## config.mk

```make
export PLATFORM = sky130hd
export DESIGN_NAME = mux4way_arbiter
export DESIGN_NICKNAME = d
export VERILOG_FILES = /design/src/rtl/mux_pkg.sv /design/src/rtl/rr_arbiter4.sv /design/src/rtl/mux4way_arbiter.sv
export SDC_FILE = /design/constraint.sdc
export NUM_CORES = 1
export LEC_CHECK = 0
export ABC_AREA = 1
export CAP_MARGIN = 0
export CORE_UTILIZATION = 42
export DETAILED_ROUTE_END_ITERATION = 7
export GPL_TIMING_DRIVEN = 0
export MAX_ROUTING_LAYER = met4
export PLACE_DENSITY = 0.91
export SYNTH_ARGS = -nofsm -noshare
export SYNTH_HDL_FRONTEND = slang
export SYNTH_SLANG_ARGS = --single-unit
```

## constraint.sdc

```tcl
create_clock -name clk -period 2.4 [get_ports clk]
set_clock_uncertainty 0.1 [all_clocks]
set_input_delay 0.24 -clock clk [delete_from_list [all_inputs] [get_ports clk]]
set_output_delay 0.24 -clock clk [all_outputs]
set_load 0.01 [all_outputs]
```

## src/rtl/mux_pkg.sv

```systemverilog
// Shared select encoding for the 4-way mux/demux pair.
// SEL_* codes name the source (mux) or destination (demux) of a word.
package mux_pkg;

    localparam logic [1:0] SEL_A = 2'b00;
    localparam logic [1:0] SEL_B = 2'b01;
    localparam logic [1:0] SEL_C = 2'b10;
    localparam logic [1:0] SEL_D = 2'b11;

    // Priority pointer value after reset: scan starts just above it, at A.
    localparam logic [1:0] LAST_GRANT_RST = SEL_D;

endpackage

```

## src/rtl/rr_arbiter4.sv

```systemverilog
// Combinational 4-way round-robin arbiter; the pointer register lives
// in the parent.
// Ports:
//   req        - request per source (bit index = select code)
//   last_grant - code of the previous winner; scan starts one above it
//   enable     - gnt is forced to zero when low
//   gnt        - one-hot grant
//   gnt_idx    - code of the winner (valid when any=1)
//   any        - at least one request present
module rr_arbiter4
    import mux_pkg::*;
(
    input  logic [3:0] req,
    input  logic [1:0] last_grant,
    input  logic       enable,
    output logic [3:0] gnt,
    output logic [1:0] gnt_idx,
    output logic       any
);

    logic       found;
    logic [1:0] idx;

    always_comb begin
        gnt     = '0;
        gnt_idx = SEL_A;
        found   = 1'b0;
        idx     = '0;
        any     = |req;
        // Offsets 1..4 visit every source once, ending on the
        // previous winner itself; 2-bit addition wraps 11 -> 00.
        for (int k = 1; k <= 4; k++) begin
            idx = last_grant + 2'(k);
            if (!found && req[idx]) begin
                found   = 1'b1;
                gnt_idx = idx;
            end
        end
        if (enable && any) begin
            gnt[gnt_idx] = 1'b1;
        end
    end

endmodule

```

## src/rtl/mux4way_arbiter.sv

```systemverilog
// Merges four valid/ready sources onto one registered output channel
// using round-robin arbitration; out_select reports the winning source.
// Ports:
//   clk, reset                  - rising-edge clock, async active-high reset
//   {a,b,c,d}_valid/_data/_ready - source channels
//   out_valid/out_data/out_select - registered merged channel
//   out_ready                   - sink accepts the held word this cycle
module mux4way_arbiter
    import mux_pkg::*;
#(
    parameter int WIDTH = 8
) (
    input  logic             clk,
    input  logic             reset,
    input  logic             a_valid,
    input  logic [WIDTH-1:0] a_data,
    output logic             a_ready,
    input  logic             b_valid,
    input  logic [WIDTH-1:0] b_data,
    output logic             b_ready,
    input  logic             c_valid,
    input  logic [WIDTH-1:0] c_data,
    output logic             c_ready,
    input  logic             d_valid,
    input  logic [WIDTH-1:0] d_data,
    output logic             d_ready,
    output logic             out_valid,
    output logic [WIDTH-1:0] out_data,
    output logic [1:0]       out_select,
    input  logic             out_ready
);

    logic             out_valid_q,  out_valid_d;
    logic [WIDTH-1:0] out_data_q,   out_data_d;
    logic [1:0]       out_select_q, out_select_d;
    logic [1:0]       last_grant_q, last_grant_d;

    logic             load;
    logic             enable;
    logic [3:0]       gnt;
    logic [1:0]       gnt_idx;
    logic             any;
    logic [WIDTH-1:0] win_data;

    // Register is free when empty or being drained on this edge.
    assign load   = !out_valid_q || out_ready;
    // Readys stay low for the whole time reset is asserted.
    assign enable = load && !reset;

    rr_arbiter4 u_arb (
        .req        ({d_valid, c_valid, b_valid, a_valid}),
        .last_grant (last_grant_q),
        .enable     (enable),
        .gnt        (gnt),
        .gnt_idx    (gnt_idx),
        .any        (any)
    );

    assign a_ready = gnt[SEL_A];
    assign b_ready = gnt[SEL_B];
    assign c_ready = gnt[SEL_C];
    assign d_ready = gnt[SEL_D];

    always_comb begin
        win_data = a_data;
        unique case (gnt_idx)
            SEL_A: win_data = a_data;
            SEL_B: win_data = b_data;
            SEL_C: win_data = c_data;
            SEL_D: win_data = d_data;
            default: win_data = a_data;
        endcase
    end

    always_comb begin
        out_valid_d  = out_valid_q;
        out_data_d   = out_data_q;
        out_select_d = out_select_q;
        last_grant_d = last_grant_q;
        if (load) begin
            if (any) begin
                out_valid_d  = 1'b1;
                out_data_d   = win_data;
                out_select_d = gnt_idx;
                last_grant_d = gnt_idx;
            end else begin
                // Bubble: payload and select keep their last value.
                out_valid_d = 1'b0;
            end
        end
    end

    always_ff @(posedge clk or posedge reset) begin
        if (reset) begin
            out_valid_q  <= 1'b0;
            out_data_q   <= '0;
            out_select_q <= SEL_A;
            last_grant_q <= LAST_GRANT_RST;
        end else begin
            out_valid_q  <= out_valid_d;
            out_data_q   <= out_data_d;
            out_select_q <= out_select_d;
            last_grant_q <= last_grant_d;
        end
    end

    assign out_valid  = out_valid_q;
    assign out_data   = out_data_q;
    assign out_select = out_select_q;

endmodule

```

==> results_tabular.tex <==
\begin{tabular}{lr}
\hline
Metric & Value \\
\hline
\multicolumn{2}{l}{\textbf{Global routing}} \\
\quad Maximum number of pins on one net before global-route repair & 15 \\
\quad Via count of the first global-routing pass & 1,454 \\
\quad GR Overflow Total & 0 \\
\quad Global Route Usage Sum & 26.9\% \\
\quad Global-route wire length before repair & 6380 um \\
\quad Number of antenna violations at the first check in global routing & 0 \\
\multicolumn{2}{l}{\textbf{Worst setup path}} \\
\quad Max FO, Critical Path & 7 \\
\quad Cell Chain, Critical Path & buf\_6, nand2\_1, nand2\_4, nand2\_1, o21ai\_1, nand4\_4, nand2\_4, buf\_6, nand2\_2, nor2\_2, buf\_2 \\
\quad Max incr delay on CP & 530 ps \\
\quad Endpoint of the worst register-to-register path & out\_data[4] \\
\quad Required time of the critical path & 2060 ps \\
\quad Critical path data arrival time & 2130 ps \\
\quad Start-to-end type of the worst setup path & flip-flop to primary output \\
\quad Number of cells on the worst reg-to-reg path & 18 \\
\quad Type of destination of the critical path & primary output \\
\quad Crit start category & flip-flop \\
\quad Cell type of the slowest stage on the worst timing path & sky130\_fd\_sc\_hd\_\_dfstp\_2 \\
\quad Reg-to-reg slack, setup & 0 ps \\
\quad Source of the worst register-to-register timing path & last\_grant\_q[0] \\
\multicolumn{2}{l}{\textbf{Finish}} \\
\quad Net count reported at finish & 301 \\
\quad Area delta synth->final & 76.3\% \\
\quad Fraction of layout instances using a drive strength above 1 & 33.3\% \\
\quad Final antenna diode count & 0 \\
\multicolumn{2}{l}{\textbf{STA}} \\
\quad \# setup viols final & 4 \\
\quad Highest clock rate & 0.404 GHz \\
\quad Final hold vios & 0 \\
\quad Unrepaired setup endpoints after global routing & yes \\
\quad Final TNS setup & -187 ps \\
\quad Min cycle time layout & 2470 ps \\
\quad Worst-case setup margin in the final layout & -73.2 ps \\
\quad Slew at the pin closest to its max-slew limit & 479 ps \\
\quad Number of slew-limit violations in the final report & 0 \\
\quad Crit share post-route & 103\% \\
\quad Slew Limit Headroom & 68.0\% \\
\multicolumn{2}{l}{\textbf{CTS}} \\
\quad Maximum root-to-sink buffer count & 2 \\
\quad Post-CTS Hold Buffers & 0 \\
\quad CTS Buf Count & 3 \\
\quad Clock tree root buffer cell & sky130\_fd\_sc\_hd\_\_clkbuf\_4 \\
\quad Clock latency at the later pin of the worst-skew pair & 270 ps \\
\quad Register clock-pin slew on the reported worst setup and hold paths & 80 ps \\
\quad TritonCTS clock tree & built \\
\quad Depth of the CTS H-tree & 1 \\
\quad Clock Sink Count & 13 \\
\multicolumn{2}{l}{\textbf{Outcome}} \\
\quad Violations in the final reports & negative setup slack \\
\quad Run status & finished with violations \\
\multicolumn{2}{l}{\textbf{Drt}} \\
\quad Routed length per instance & 15.1 um \\
\quad Number of vias per cell after detailed routing & 5.23 \\
\quad Antenna viol nets, final & 0 \\
\quad Iteration-0 DRC Markers & 90 \\
\quad Wire length reported by the detailed router & 4410 um \\
\quad Detailed-router iteration count before antenna repair & 4 \\
\quad Remaining routing DRC violations & 0 \\
\quad Count of vias placed by the detailed router & 1,526 \\
\multicolumn{2}{l}{\textbf{Logic synthesis}} \\
\quad Number of nets produced by synthesis & 221 \\
\quad Mapped cell area & 1210 sq um \\
\quad Count of mapped cells out of synthesis & 182 \\
\quad Number of flops mapped to enable cells by yosys & 0 \\
\quad Fraction of the yosys area taken by sequential cells & 27.0\% \\
\quad Synth area leader & sky130\_fd\_sc\_hd\_\_dfrtp\_1 \\
\quad Number of distinct library cells after synthesis & 25 \\
\quad Async set or reset register ratio after synthesis & 100\% \\
\quad Leading register cell type out of synthesis & sky130\_fd\_sc\_hd\_\_dfrtp\_1 \\
\quad Area fraction of the dominant cell type after synthesis & 22.7\% \\
\quad Warnings from Yosys & 0 \\
\quad Leading post-synthesis cells by cell area & sky130\_fd\_sc\_hd\_\_dfrtp\_1 23\%, sky130\_fd\_sc\_hd\_\_nand2\_1 20\%, sky130\_fd\_sc\_hd\_\_inv\_1 7.4\% \\
\quad Commonest cells in the netlist & 63 x sky130\_fd\_sc\_hd\_\_nand2\_1, 24 x sky130\_fd\_sc\_hd\_\_inv\_1, 16 x sky130\_fd\_sc\_hd\_\_nand3\_1 \\
\quad Avg Cell Area, Syn & 6.66 sq um \\
\quad FF+latch count, synth & 13 \\
\quad Cell with the most instances after synthesis & sky130\_fd\_sc\_hd\_\_nand2\_1 \\
\multicolumn{2}{l}{\textbf{Floorplanning}} \\
\quad Row count & 19 \\
\quad Top-Level Pins & 54 \\
\quad Total core area & 2730 sq um \\
\quad Die width & 55.7 um \\
\quad Die outline area & 3110 sq um \\
\quad Effective utilization at floorplan & 44.3\% \\
\quad Height of the die & 55.7 um \\
\multicolumn{2}{l}{\textbf{Pwr}} \\
\quad Power density relative to cell area & 1810 nW/um\^{}2 \\
\quad Overall Power & 3860 uW \\
\quad Worst IR Drop VDD & 1.51 mV \\
\quad LEAKAGE & 0.00108 uW \\
\multicolumn{2}{l}{\textbf{Place}} \\
\quad Half-perimeter wire length of the detailed placement result & 2540 um \\
\quad Weighted congestion reported at the end of routability-driven placement & 0.857 \\
\quad Number of buffers added on ports & 53 \\
\multicolumn{2}{l}{\textbf{Flow run}} \\
\quad Number of maximum-capacitance violations & 0 \\
\multicolumn{2}{l}{\textbf{Min path}} \\
\quad Type of the worst min-delay path & input port to asynchronous set/reset pin \\
\hline
\end{tabular}
worst max-delay path by stage:
stage / start / end / slack [ps] / cells after the start
2_1_floorplan: last_grant_q[0] / c_ready / 240 / 12
3_3_place_gp: b_valid / b_ready / -360 / 11
3_5_place_dp: a_valid / b_ready / -410 / 11
4_1_cts: last_grant_q[0] / b_ready / -3 / 14
5_1_grt: last_grant_q[0] / b_ready / -180 / 11
6_report: last_grant_q[0] / b_ready / -70 / 11
kinds of logic (layout without fill, tap and decap cells):
group / Yosys count / count (layout) / synth area share, %
compound gates: 13 / 13 / 5.99
buf+inv: 34 / 113 / 14.1
flops: 13 / 13 / 27.0
simple gates: 122 / 122 / 52.8
registers in the layout, summed over array words and instances (netlist names):
register / count
out_data: 8
last_grant_q: 2
out_valid: 1
out_select: 2
layout by cell type (no fill, tap or decap), types with 2 or more instances in the layout:
master / count
sky130_fd_sc_hd__nand3_2: 7
sky130_fd_sc_hd__nor2_8: 2
sky130_fd_sc_hd__nor2_4: 3
sky130_fd_sc_hd__nand3_1: 10
sky130_fd_sc_hd__nand2_4: 13
sky130_fd_sc_hd__nand3_4: 3
sky130_fd_sc_hd__nand2_2: 11
sky130_fd_sc_hd__inv_1: 23
sky130_fd_sc_hd__clkbuf_4: 3
sky130_fd_sc_hd__nor3_2: 2
sky130_fd_sc_hd__buf_6: 7
sky130_fd_sc_hd__clkbuf_1: 2
sky130_fd_sc_hd__nor2_1: 10
sky130_fd_sc_hd__nand2_1: 49
sky130_fd_sc_hd__clkdlybuf4s50_1: 49
sky130_fd_sc_hd__buf_4: 19
sky130_fd_sc_hd__dfrtp_1: 11
sky130_fd_sc_hd__o21ai_0: 3
sky130_fd_sc_hd__inv_2: 2
sky130_fd_sc_hd__a21oi_1: 7
sky130_fd_sc_hd__dfstp_2: 2
sky130_fd_sc_hd__nand4_1: 7
sky130_fd_sc_hd__nor2_2: 3
sky130_fd_sc_hd__buf_2: 4
routing by layer:
metal  track usage, %  part of all wire (%)
met3             3.95                   6.9
met1             30.3                    39
met4             16.4                   3.8
met5                -                     0
met2             44.9                    50
final cells by class:
cell class	instances	area [sq um]
clock buffers	4	26.3
plain buffers	6	63.8
repair buffers	75	687
flip-flops and latches	13	328
well taps	31	38.8
inverters	28	115
fillers	188	597
multi-input cells	135	878
stage by stage:
stage / cells / setup slack, ps / util (%) / hold slack (ps) / area [sq um]
CTS: 287 / -2.68 / 73.2 / 197 / 2000
floorplan: 182 / 237 / - / 23.7 / 1210
detailed placement: 266 / -413 / 65.2 / 370 / 1780
finish: 292 / -73.2 / 78.2 / 177 / 2140
global placement: 266 / -363 / 65.2 / 372 / 1780
global route: 292 / -183 / 78.2 / 234 / 2140
power by group:
| group | switching (uW) | leakage, uW | total [uW] | internal, uW |
|---|---|---|---|---|
| Clock | 68.5 | 0.0000150 | 133 | 64.5 |
| Sequential | 70.2 | 0.000152 | 408 | 338 |
| Combinational | 1860 | 0.000912 | 3320 | 1470 |
critical path, delay by kind of cell, from the launching register on:
family,cells,cell delay [ps]
compound gates,1,180
buf+inv,3,410
flops,1,530
simple gates,7,740
timing repair:
item,in CTS,in global routing
hold endpoints to repair,0,0
buffers inserted,17,4
gates cloned,0,1
resized for setup,40,26
pin swaps,15,15
setup endpoints to repair,4,10
(Power assumes the default switching activity.)
